File: config.mk
export PLATFORM = sky130hd
export DESIGN_NAME = memory_ram_flat
export DESIGN_NICKNAME = d
export VERILOG_FILES = /design/src/rtl/memory_ram_if.sv /design/src/rtl/memory_ram.sv /design/src/flat_wrapper.sv
export SDC_FILE = /design/constraint.sdc
export NUM_CORES = 2
export LEC_CHECK = 0
export ABC_CLOCK_PERIOD_IN_PS = 4800
export BUFFER_PORTS_ARGS = -buffer_cell sky130_fd_sc_hd__clkbuf_2
export CAP_MARGIN = 0
export CORE_MARGIN = 2
export CORE_UTILIZATION = 57
export DETAILED_ROUTE_END_ITERATION = 8
export GPL_ROUTABILITY_DRIVEN = 0
export MAX_ROUTING_LAYER = met4
export PLACE_DENSITY = 0.76
export SLEW_MARGIN = 20
export SYNTH_ARGS = -nofsm -noshare
export SYNTH_HDL_FRONTEND = slang
export SYNTH_SLANG_ARGS = --single-unit
File: constraint.sdc
create_clock -name clk -period 4.8 [get_ports clk]
set_input_delay 0 -clock clk [delete_from_list [all_inputs] [get_ports clk]]
set_output_delay 0 -clock clk [all_outputs]
set_load 0.01 [all_outputs]
File: src/rtl/memory_ram_if.sv
// Request/response bundle for memory_ram: request fields driven by the master,
// load data and the ready/done/error status driven back by the RAM (slave).
// Latency: none, wires only. Backpressure: master may only launch while ready_out=1.
interface memory_ram_if #(
    parameter int BIT_WIDTH = 32
);
    logic                 req_in;
    logic                 we_in;
    logic [1:0]           size_in;
    logic                 sign_in;
    logic [BIT_WIDTH-1:0] Address_in;
    logic [BIT_WIDTH-1:0] Write_Data_in;
    logic [BIT_WIDTH-1:0] Read_Data_out;
    logic                 ready_out;
    logic                 done_out;
    logic                 error_out;

    modport master (
        output req_in, we_in, size_in, sign_in, Address_in, Write_Data_in,
        input  Read_Data_out, ready_out, done_out, error_out
    );

    modport slave (
        input  req_in, we_in, size_in, sign_in, Address_in, Write_Data_in,
        output Read_Data_out, ready_out, done_out, error_out
    );
endinterface

File: src/rtl/memory_ram.sv
// Byte-addressed little-endian word RAM with byte/halfword/word loads and stores.
// Latency: loads and word stores done 1 cycle after acceptance, sub-word stores 2 (read-modify-write).
// Backpressure: ready_out only in IDLE; requests seen while busy are dropped, not queued.
// Ports: clk, reset (async active-low), bus (memory_ram_if.slave: request, data, ready/done/error).
module memory_ram #(
    parameter int BIT_WIDTH = 32,
    parameter int DEPTH     = 64
) (
    input logic         clk,
    input logic         reset,
    memory_ram_if.slave bus
);
    localparam int AW = $clog2(DEPTH);

    localparam logic [2:0] IDLE   = 3'd0;
    localparam logic [2:0] RD     = 3'd1;
    localparam logic [2:0] WR     = 3'd2;
    localparam logic [2:0] RMW_RD = 3'd3;
    localparam logic [2:0] RMW_WR = 3'd4;

    logic [BIT_WIDTH-1:0] mem [DEPTH];

    logic [2:0]           state;
    logic [AW+1:0]        addr_q;
    logic [BIT_WIDTH-1:0] wdata_q;
    logic [BIT_WIDTH-1:0] old_q;
    logic [1:0]           size_q;
    logic                 sign_q;
    logic [BIT_WIDTH-1:0] rdata_q;
    logic                 done_q;
    logic                 error_q;

    // Address bits above the array index are intentionally ignored (wrap).
    logic unused_addr_hi;
    assign unused_addr_hi = ^bus.Address_in[BIT_WIDTH-1:AW+2];

    logic illegal;
    always_comb begin
        illegal = 1'b0;
        case (bus.size_in)
            2'b00:   illegal = 1'b0;
            2'b01:   illegal = bus.Address_in[0];
            2'b10:   illegal = (bus.Address_in[1:0] != 2'b00);
            default: illegal = 1'b1;
        endcase
    end

    logic [AW-1:0]        idx_q;
    logic [4:0]           shamt;
    logic [BIT_WIDTH-1:0] rd_word;
    logic [BIT_WIDTH-1:0] shifted;
    logic [BIT_WIDTH-1:0] load_val;
    logic [BIT_WIDTH-1:0] lane_mask;
    logic [BIT_WIDTH-1:0] merged;

    assign idx_q   = addr_q[AW+1:2];
    assign shamt   = {addr_q[1:0], 3'b000};
    assign rd_word = mem[idx_q];
    assign shifted = rd_word >> shamt;

    always_comb begin
        load_val = rd_word;
        case (size_q)
            2'b00:   load_val = {{(BIT_WIDTH-8){sign_q & shifted[7]}}, shifted[7:0]};
            2'b01:   load_val = {{(BIT_WIDTH-16){sign_q & shifted[15]}}, shifted[15:0]};
            default: load_val = rd_word;
        endcase
    end

    // Lanes being replaced by a sub-word store; everything else comes from old_q.
    always_comb begin
        lane_mask = {{(BIT_WIDTH-16){1'b0}}, 16'hFFFF};
        if (size_q == 2'b00) begin
            lane_mask = {{(BIT_WIDTH-8){1'b0}}, 8'hFF};
        end
        merged = (old_q & ~(lane_mask << shamt)) | ((wdata_q << shamt) & (lane_mask << shamt));
    end

    always_ff @(posedge clk or negedge reset) begin
        if (!reset) begin
            state   <= IDLE;
            addr_q  <= '0;
            wdata_q <= '0;
            old_q   <= '0;
            size_q  <= '0;
            sign_q  <= 1'b0;
            rdata_q <= '0;
            done_q  <= 1'b0;
            error_q <= 1'b0;
        end else begin
            done_q  <= 1'b0;
            error_q <= 1'b0;
            case (state)
                IDLE: begin
                    if (bus.req_in) begin
                        if (illegal) begin
                            error_q <= 1'b1;
                        end else begin
                            addr_q  <= bus.Address_in[AW+1:0];
                            wdata_q <= bus.Write_Data_in;
                            size_q  <= bus.size_in;
                            sign_q  <= bus.sign_in;
                            if (!bus.we_in) begin
                                state <= RD;
                            end else if (bus.size_in == 2'b10) begin
                                state <= WR;
                            end else begin
                                state <= RMW_RD;
                            end
                        end
                    end
                end
                RD: begin
                    rdata_q <= load_val;
                    done_q  <= 1'b1;
                    state   <= IDLE;
                end
                WR: begin
                    done_q <= 1'b1;
                    state  <= IDLE;
                end
                RMW_RD: begin
                    old_q <= rd_word;
                    state <= RMW_WR;
                end
                RMW_WR: begin
                    done_q <= 1'b1;
                    state  <= IDLE;
                end
                default: state <= IDLE;
            endcase
        end
    end

    // Array has no reset; reset drops state to IDLE asynchronously, so an
    // abandoned access never reaches a write state.
    always_ff @(posedge clk) begin
        if (reset && state == WR) begin
            mem[idx_q] <= wdata_q;
        end else if (reset && state == RMW_WR) begin
            mem[idx_q] <= merged;
        end
    end

    assign bus.Read_Data_out = rdata_q;
    assign bus.ready_out     = (state == IDLE);
    assign bus.done_out      = done_q;
    assign bus.error_out     = error_q;
endmodule

File: src/flat_wrapper.sv
// flat-port wrapper written by rule: the top's interface ports become plain ports
module memory_ram_flat 
#(
    parameter int BIT_WIDTH = 32,
    parameter int DEPTH     = 64
)
  (clk, reset, bus_req_in, bus_we_in, bus_size_in, bus_sign_in, bus_Address_in, bus_Write_Data_in, bus_Read_Data_out, bus_ready_out, bus_done_out, bus_error_out);
  memory_ram_if #(.BIT_WIDTH(BIT_WIDTH)) bus_i ();
  input logic clk;
  input logic reset;
  input wire logic [$bits(bus_i.req_in)-1:0] bus_req_in;
  input wire logic [$bits(bus_i.we_in)-1:0] bus_we_in;
  input wire logic [$bits(bus_i.size_in)-1:0] bus_size_in;
  input wire logic [$bits(bus_i.sign_in)-1:0] bus_sign_in;
  input wire logic [$bits(bus_i.Address_in)-1:0] bus_Address_in;
  input wire logic [$bits(bus_i.Write_Data_in)-1:0] bus_Write_Data_in;
  output wire logic [$bits(bus_i.Read_Data_out)-1:0] bus_Read_Data_out;
  output wire logic [$bits(bus_i.ready_out)-1:0] bus_ready_out;
  output wire logic [$bits(bus_i.done_out)-1:0] bus_done_out;
  output wire logic [$bits(bus_i.error_out)-1:0] bus_error_out;
  assign bus_i.req_in = bus_req_in;
  assign bus_i.we_in = bus_we_in;
  assign bus_i.size_in = bus_size_in;
  assign bus_i.sign_in = bus_sign_in;
  assign bus_i.Address_in = bus_Address_in;
  assign bus_i.Write_Data_in = bus_Write_Data_in;
  assign bus_Read_Data_out = bus_i.Read_Data_out;
  assign bus_ready_out = bus_i.ready_out;
  assign bus_done_out = bus_i.done_out;
  assign bus_error_out = bus_i.error_out;
  memory_ram #(.BIT_WIDTH(BIT_WIDTH), .DEPTH(DEPTH)) u_core (.clk(clk), .reset(reset), .bus(bus_i));
endmodule
Yosys cells after proc, flatten, opt, wreduce, memory -nomap -nowiden
Memories as Yosys holds them, arrays and structs flattened.
Index checks and enable logic that the tools add are counted.
{"block": "classes", "n_reduce_logical": 9, "div_mod_pow": 0, "n_mux": 18, "n_bitwise": 8, "order_cmp": 0, "n_shift": 3, "mul": 0, "add_sub_neg": 0, "eq_ne": 9}
{"operator": "$and A32 B32 Y32", "n": 2}
{"operator": "$pmux W32 S2", "n": 1}
{"operator": "$mux W32", "n": 1}
{"operator": "$not A32 Y32", "n": 1}
{"operator": "$or A32 B32 Y32", "n": 1}
{"operator": "$shl A16 B5 Y32", "n": 1}
{"operator": "$shl A32 B5 Y32", "n": 1}
{"operator": "$shr A32 B5 Y16", "n": 1}
{"operator": "$mux W16", "n": 1}
{"operator": "$mux W1", "n": 10}
{"operator": "$mux W3", "n": 3}
{"operator": "$eq A3 B2 Y1 const B", "n": 2}
{"operator": "$pmux W3 S2", "n": 1}
{"operator": "$eq A2 B1 Y1 const B", "n": 2}
{"operator": "$logic_not A2 Y1", "n": 2}
{"operator": "$ne A2 B2 Y1 const B", "n": 2}
{"operator": "$eq A3 B1 Y1 const B", "n": 1}
{"operator": "$eq A3 B3 Y1 const B", "n": 1}
{"operator": "$logic_not A3 Y1", "n": 1}
{"operator": "$pmux W1 S3", "n": 1}
{"operator": "$reduce_and A3 Y1", "n": 1}
{"operator": "$reduce_or A3 Y1", "n": 1}
{"operator": "$and A1 B1 Y1", "n": 2}
{"operator": "$eq A2 B2 Y1 const B", "n": 1}
{"operator": "5 further kinds", "n": 6}
{"block": "totals", "output_inout_bits": 35, "ram_bits": 2048, "reg_bits": 112, "latch_bits": 0, "inputBits": 71, "mem_bits_ro": 0, "wordCells": 57, "n_memories": 1}
{"name": "u_core.mem", "words": 64, "word_bits": 32, "rd": 1, "rd_clocked_by_memory_dff": 0, "write_ports": 1, "line": "memory_ram.sv:21", "source": "logic [BIT_WIDTH-1:0] mem [DEPTH];"}

Longest topological paths before layout
{"block": "depth", "ltp_word": 7, "depth_mapped": 15, "ltp_nobuf": 8}

Worst setup path before layout
OpenSTA, ideal clock, no wires.
{"block": "synth_timing", "kind": "flip-flop to flip-flop", "startpoint": "register u_core.addr_q[0]", "endpoint": "memory u_core.mem[0][24] (data pin)", "n_path_buf": 2, "stages_incl_launch_ff": 6, "period_less_slack_ps": 4770, "t_required_ps": 4098, "t_arrival_ps": 4068, "slack_ps": 30, "setup_time_ps": 702, "cell_sequence": "dfrtp_1 > clkbuf_1 > o31ai_1 > clkbuf_1 > a21oi_1 > o21ai_0"}
{"block": "synth_between", "elab_chain_len": 5, "elab_cells_between_ends": 7, "classes_between": "shift (2); mux (1); bitwise (4)"}
{"element": "from (decl)", "line": "memory_ram.sv:24", "source": "logic [AW+1:0] addr_q;"}
{"element": "from (signal assigned)", "line": "memory_ram.sv:99", "source": "addr_q <= bus.Address_in[AW+1:0];"}
{"element": "$shl A16 B5 Y32", "line": "memory_ram.sv:76", "source": "merged = (old_q & ~(lane_mask << shamt)) | ((wdata_q << shamt) & (lane_mask << shamt));"}
{"element": "$not A32 Y32", "line": "memory_ram.sv:76"}
{"element": "$and A32 B32 Y32", "line": "memory_ram.sv:76"}
{"element": "$or A32 B32 Y32 (*)", "line": "memory_ram.sv:76"}
{"element": "$mux W32 (no line) (*)"}
{"element": "to (decl)", "line": "memory_ram.sv:21"}
Every way passes the cells marked *; elsewhere a longest branch is shown, timed or not.

Final worst setup path
{"block": "layout_timing", "startpoint": "register u_core.addr_q[3]", "endpoint": "register u_core.old_q[27]"}
{"block": "layout_between", "elab_chain_len": 1}
{"element": "$mem_v2 Z64 W32"}
{"element": "to (signal assigned)", "line": "memory_ram.sv:123", "source": "old_q <= rd_word;"}
{"element": "to (decl)", "line": "memory_ram.sv:26", "source": "logic [BIT_WIDTH-1:0] old_q;"}
Every way passes these cells.
A chain may end at the register's enable or synchronous reset.

==> flow_summary.yaml <==
critical_path:
  cp_max_fo: 26
  worst-setup-path-type: "register to register"
  end_kind: "register"
  worstPathRequired_ps: 5550
  cp_data_arrival_time_ps: 5370
  startpoint_type: "register"
clock_network:
  cts_resized: 0
  cts_hold_buf: 98
  clk_latency_ps: 880
  cts_buffers: 202
  htreeDepth: 4
  tritoncts: "yes"
  cts_buffer_depth: 3
  cts_root_buf: "clkbuf_16"
  cts.sinks: 2160
  cts_setup_buffers: 0
  clk_pin_slew_ps: 60
run:
  cap_viol_max_count: 0
drt:
  post-route-drc-count: 2
  wl_per_cell_um: 38.1
  dr.first_iter.drc_count: 10822
  wl_um: 277000
  dr_total_vias: 53291
  via_per_inst: 7.33
  ant_nets: 0
  first_pass_iters: 9
placement:
  port_buffers: 81
  placedCellCount: 6776
  dp_slack_ps: 654
  place_area_um2: 89200
  dp_hpwl_um: 163000
final_layout:
  utilization_pct: 66.6
  stdcell_count: 7269
  final_area_um2: 96900
  num-fill-cells: 9025
  final_nets: 5234
  area_growth_pct: 15.9
  drive_gt1_share_pct: 22.3
die:
  initial_core_util_pct: 57.4
  dieArea_um2: 150000
  die_y_um: 387
  ioPinCount: 106
  core_area_um2: 146000
  rows: 140
  die_x_um: 387
power_and_ir_drop:
  p_int_mw: 34.9
  powerDensity_nw_per_um2: 526
  p_sw_share_pct: 31.6
  p_leak_nw: 31.7
  clkPwrFrac_pct: 31.4
  pwr-share-seq_pct: 44.5
  ir_drop_mv: 0.329
  pwr-share-comb_pct: 24.1
  switchingPower_mw: 16.1
timing:
  rsz0062_at_grt: "no"
  clock.fmax_mhz: 216
  drv_slew: 0
  setup_viol: 0
  finalCritPeriodShare_pct: 96.3
  tns_ps: 0
  finClkSkew_ps: 47.9
  hold_viol_final: 0
  setup_ws_ps: 179
  fin_crit_ps: 4620
  worstMarginPinSlew_ps: 1300
  slew_headroom_pct: 13.4
global_routing:
  antenna_found_initial: 27
  gr-total-overflow: 0
  grt_pass1_vias: 50092
  grt_pass1_wl_um: 380000
  grt_usage_pct: 37.5
  grt_max_degree: 74
synthesis:
  syn_nets: 4801
  synthDistinctLibCells: 90
  syn_inst: 4730
  synth_edf_count: 2048
  yosys_warnings: 0
  syn-cell-area_um2: 83600
  synthFlopType: "edfxtp_1"
  syn-mean-instance-area_um2: 17.7
  synthArstFlopShare_pct: 5.19
  ys_ff_latch: 2160
  ys_seq_area_share_pct: 76.9
min_path:
  hold_path_class: "primary input to register"
run_status:
  status: "complete, but fails checks"
  violations: "DRC"
[per-stage QoR]
stage	power, mW	hold WS (ps)
final	51.0	36.4
after global routing	51.6	29.2
after CTS	50.1	15.3
after detailed placement	34.4	32.5
after global placement	34.1	29.1
after floorplan	28.7	-296
[critical path, cell delays in order, from the launching register on]
cell and delay [ps]:
dfrtp_4 920, buf_4 480, mux4_2 560, mux2i_1 690, o22ai_1 530, nor4_1 500, buf_4 230, nand2_1 120
buf_4 170, mux2_2 260
[worst paths after layout]
path	start	to	slack (ps)	depth (start not counted)
worst min register to register	u_core.old_q[21]	u_core.old_q[21]	480	2
min in group asynchronous	reset	u_core.old_q[3]	300	4
worst min-delay path	bus_Address_in[4]	u_core.addr_q[4]	40	3
worst max register to register	u_core.addr_q[3]	u_core.old_q[27]	180	9
worst max-delay path	u_core.addr_q[3]	u_core.old_q[27]	180	9
max in group asynchronous	reset	u_core.addr_q[4]	3680	4
[layout by cell type, fill, tap and decap left out, types with 9 or more instances in the layout]
cell	instances
nand2b_1	23
o22ai_1	39
clkinv_2	34
o22a_1	11
nor3_1	18
buf_12	74
bufinv_16	20
a31oi_1	75
nand2_1	208
mux4_2	64
clkbuf_16	206
o21ai_0	106
a22o_1	79
diode_2	20
nand4_1	26
a21oi_1	127
nand3_1	15
a211oi_1	22
nor2_1	131
clkbuf_8	9
a22oi_1	278
a221oi_1	166
nand4b_1	9
o211ai_1	18
nor2_4	66
edfxtp_1	2048
clkinv_1	42
dfrtp_1	108
mux2i_1	187
buf_4	298
mux2_2	240
clkbuf_1	48
clkbuf_2	80
a221o_1	56
o2bb2ai_1	31
a222oi_1	24
dlygate4sd3_1	97
o21ai_4	24
[registers in the layout, indices dropped and copies added (netlist names)]
name                      count
u_core.addr_q                 8
u_core.bus.Read_Data_out     32
u_core.bus.done_out           1
u_core.bus.error_out          1
u_core.mem                 2048
u_core.old_q                 32
u_core.sign_q                 1
u_core.size_q                 2
u_core.state                  3
u_core.wdata_q               32
[per-layer routing]
metal	global-route usage [%]	share of wire [%]	vias up
met3	14.2	17	1259
met1	45.6	32	26240
met2	52.1	43	5488
met5	-	0	-
li1	-	-	20304
met4	26.0	8.6	0
[kinds of logic (layout without fill, tap and decap cells)]
logic type | after synthesis | after routing | share of synthesized area, %
flops | 2160 | 2160 | 76.9
other cells | 0 | 20 | 0
mux | 498 | 498 | 7.30
simple gates | 590 | 590 | 3.38
buf+inv | 334 | 936 | 2.21
compound gates | 1146 | 1146 | 10.2
xor+xnor | 2 | 2 | 0.0210
[final cells by class]
type	instances	area [um^2]	share of cell area (%)
tap	1917	2400	2.48
clock inverter	110	1100	1.14
multi-input combinational	2236	18300	18.9
antenna	20	50.0	0.0517
sequential	2160	64300	66.4
timing repair buffer	553	5180	5.35
inverter	10	43.8	0.0452
clock buffer	263	5460	5.64
[synth_stat cells (6+ instances only)]
library cell / instances / area share, %
mux2_2: 241 / 3.2
a221o_1: 56 / 0.67
o2bb2ai_1: 31 / 0.32
a211o_1: 6 / 0.063
a22oi_1: 278 / 2.5
mux2i_1: 187 / 2.2
and4_1: 7 / 0.073
nand4_1: 26 / 0.19
a211oi_1: 22 / 0.20
a21oi_1: 127 / 0.76
a31oi_1: 75 / 0.56
nand4b_1: 9 / 0.094
nand2_1: 209 / 0.94
nor4bb_1: 6 / 0.072
and4b_1: 6 / 0.072
dfrtp_1: 112 / 3.4
buf_6: 31 / 0.42
nand2b_1: 24 / 0.18
buf_1: 9 / 0.040
and2_1: 6 / 0.045
o31ai_1: 8 / 0.072
o22a_1: 11 / 0.12
nor4_1: 7 / 0.052
a2bb2oi_1: 6 / 0.063
nor3_1: 19 / 0.11
a222oi_1: 24 / 0.29
edfxtp_1: 2048 / 74
mux4_2: 64 / 1.7
buf_4: 57 / 0.51
inv_1: 7 / 0.031
o211ai_1: 18 / 0.16
nand3_1: 17 / 0.10
a221oi_1: 166 / 1.7
clkbuf_1: 114 / 0.51
o21ai_0: 131 / 0.78
nor2_1: 198 / 0.89
nor2b_1: 12 / 0.090
o22ai_1: 39 / 0.29
buf_2: 112 / 0.67
o221ai_1: 6 / 0.063
a22o_1: 79 / 0.83
[power groups by stage]
stage | clock network, mW | logic, mW | registers, mW
after floorplan | 0 | 5.72 | 23.0
after detailed placement | 0 | 11.3 | 23.0
after global placement | 0 | 11.1 | 23.0
after CTS | 16.0 | 11.5 | 22.6
after global routing | 16.7 | 12.2 | 22.7
final | 16.0 | 12.3 | 22.7
(Power assumes the default switching activity.)
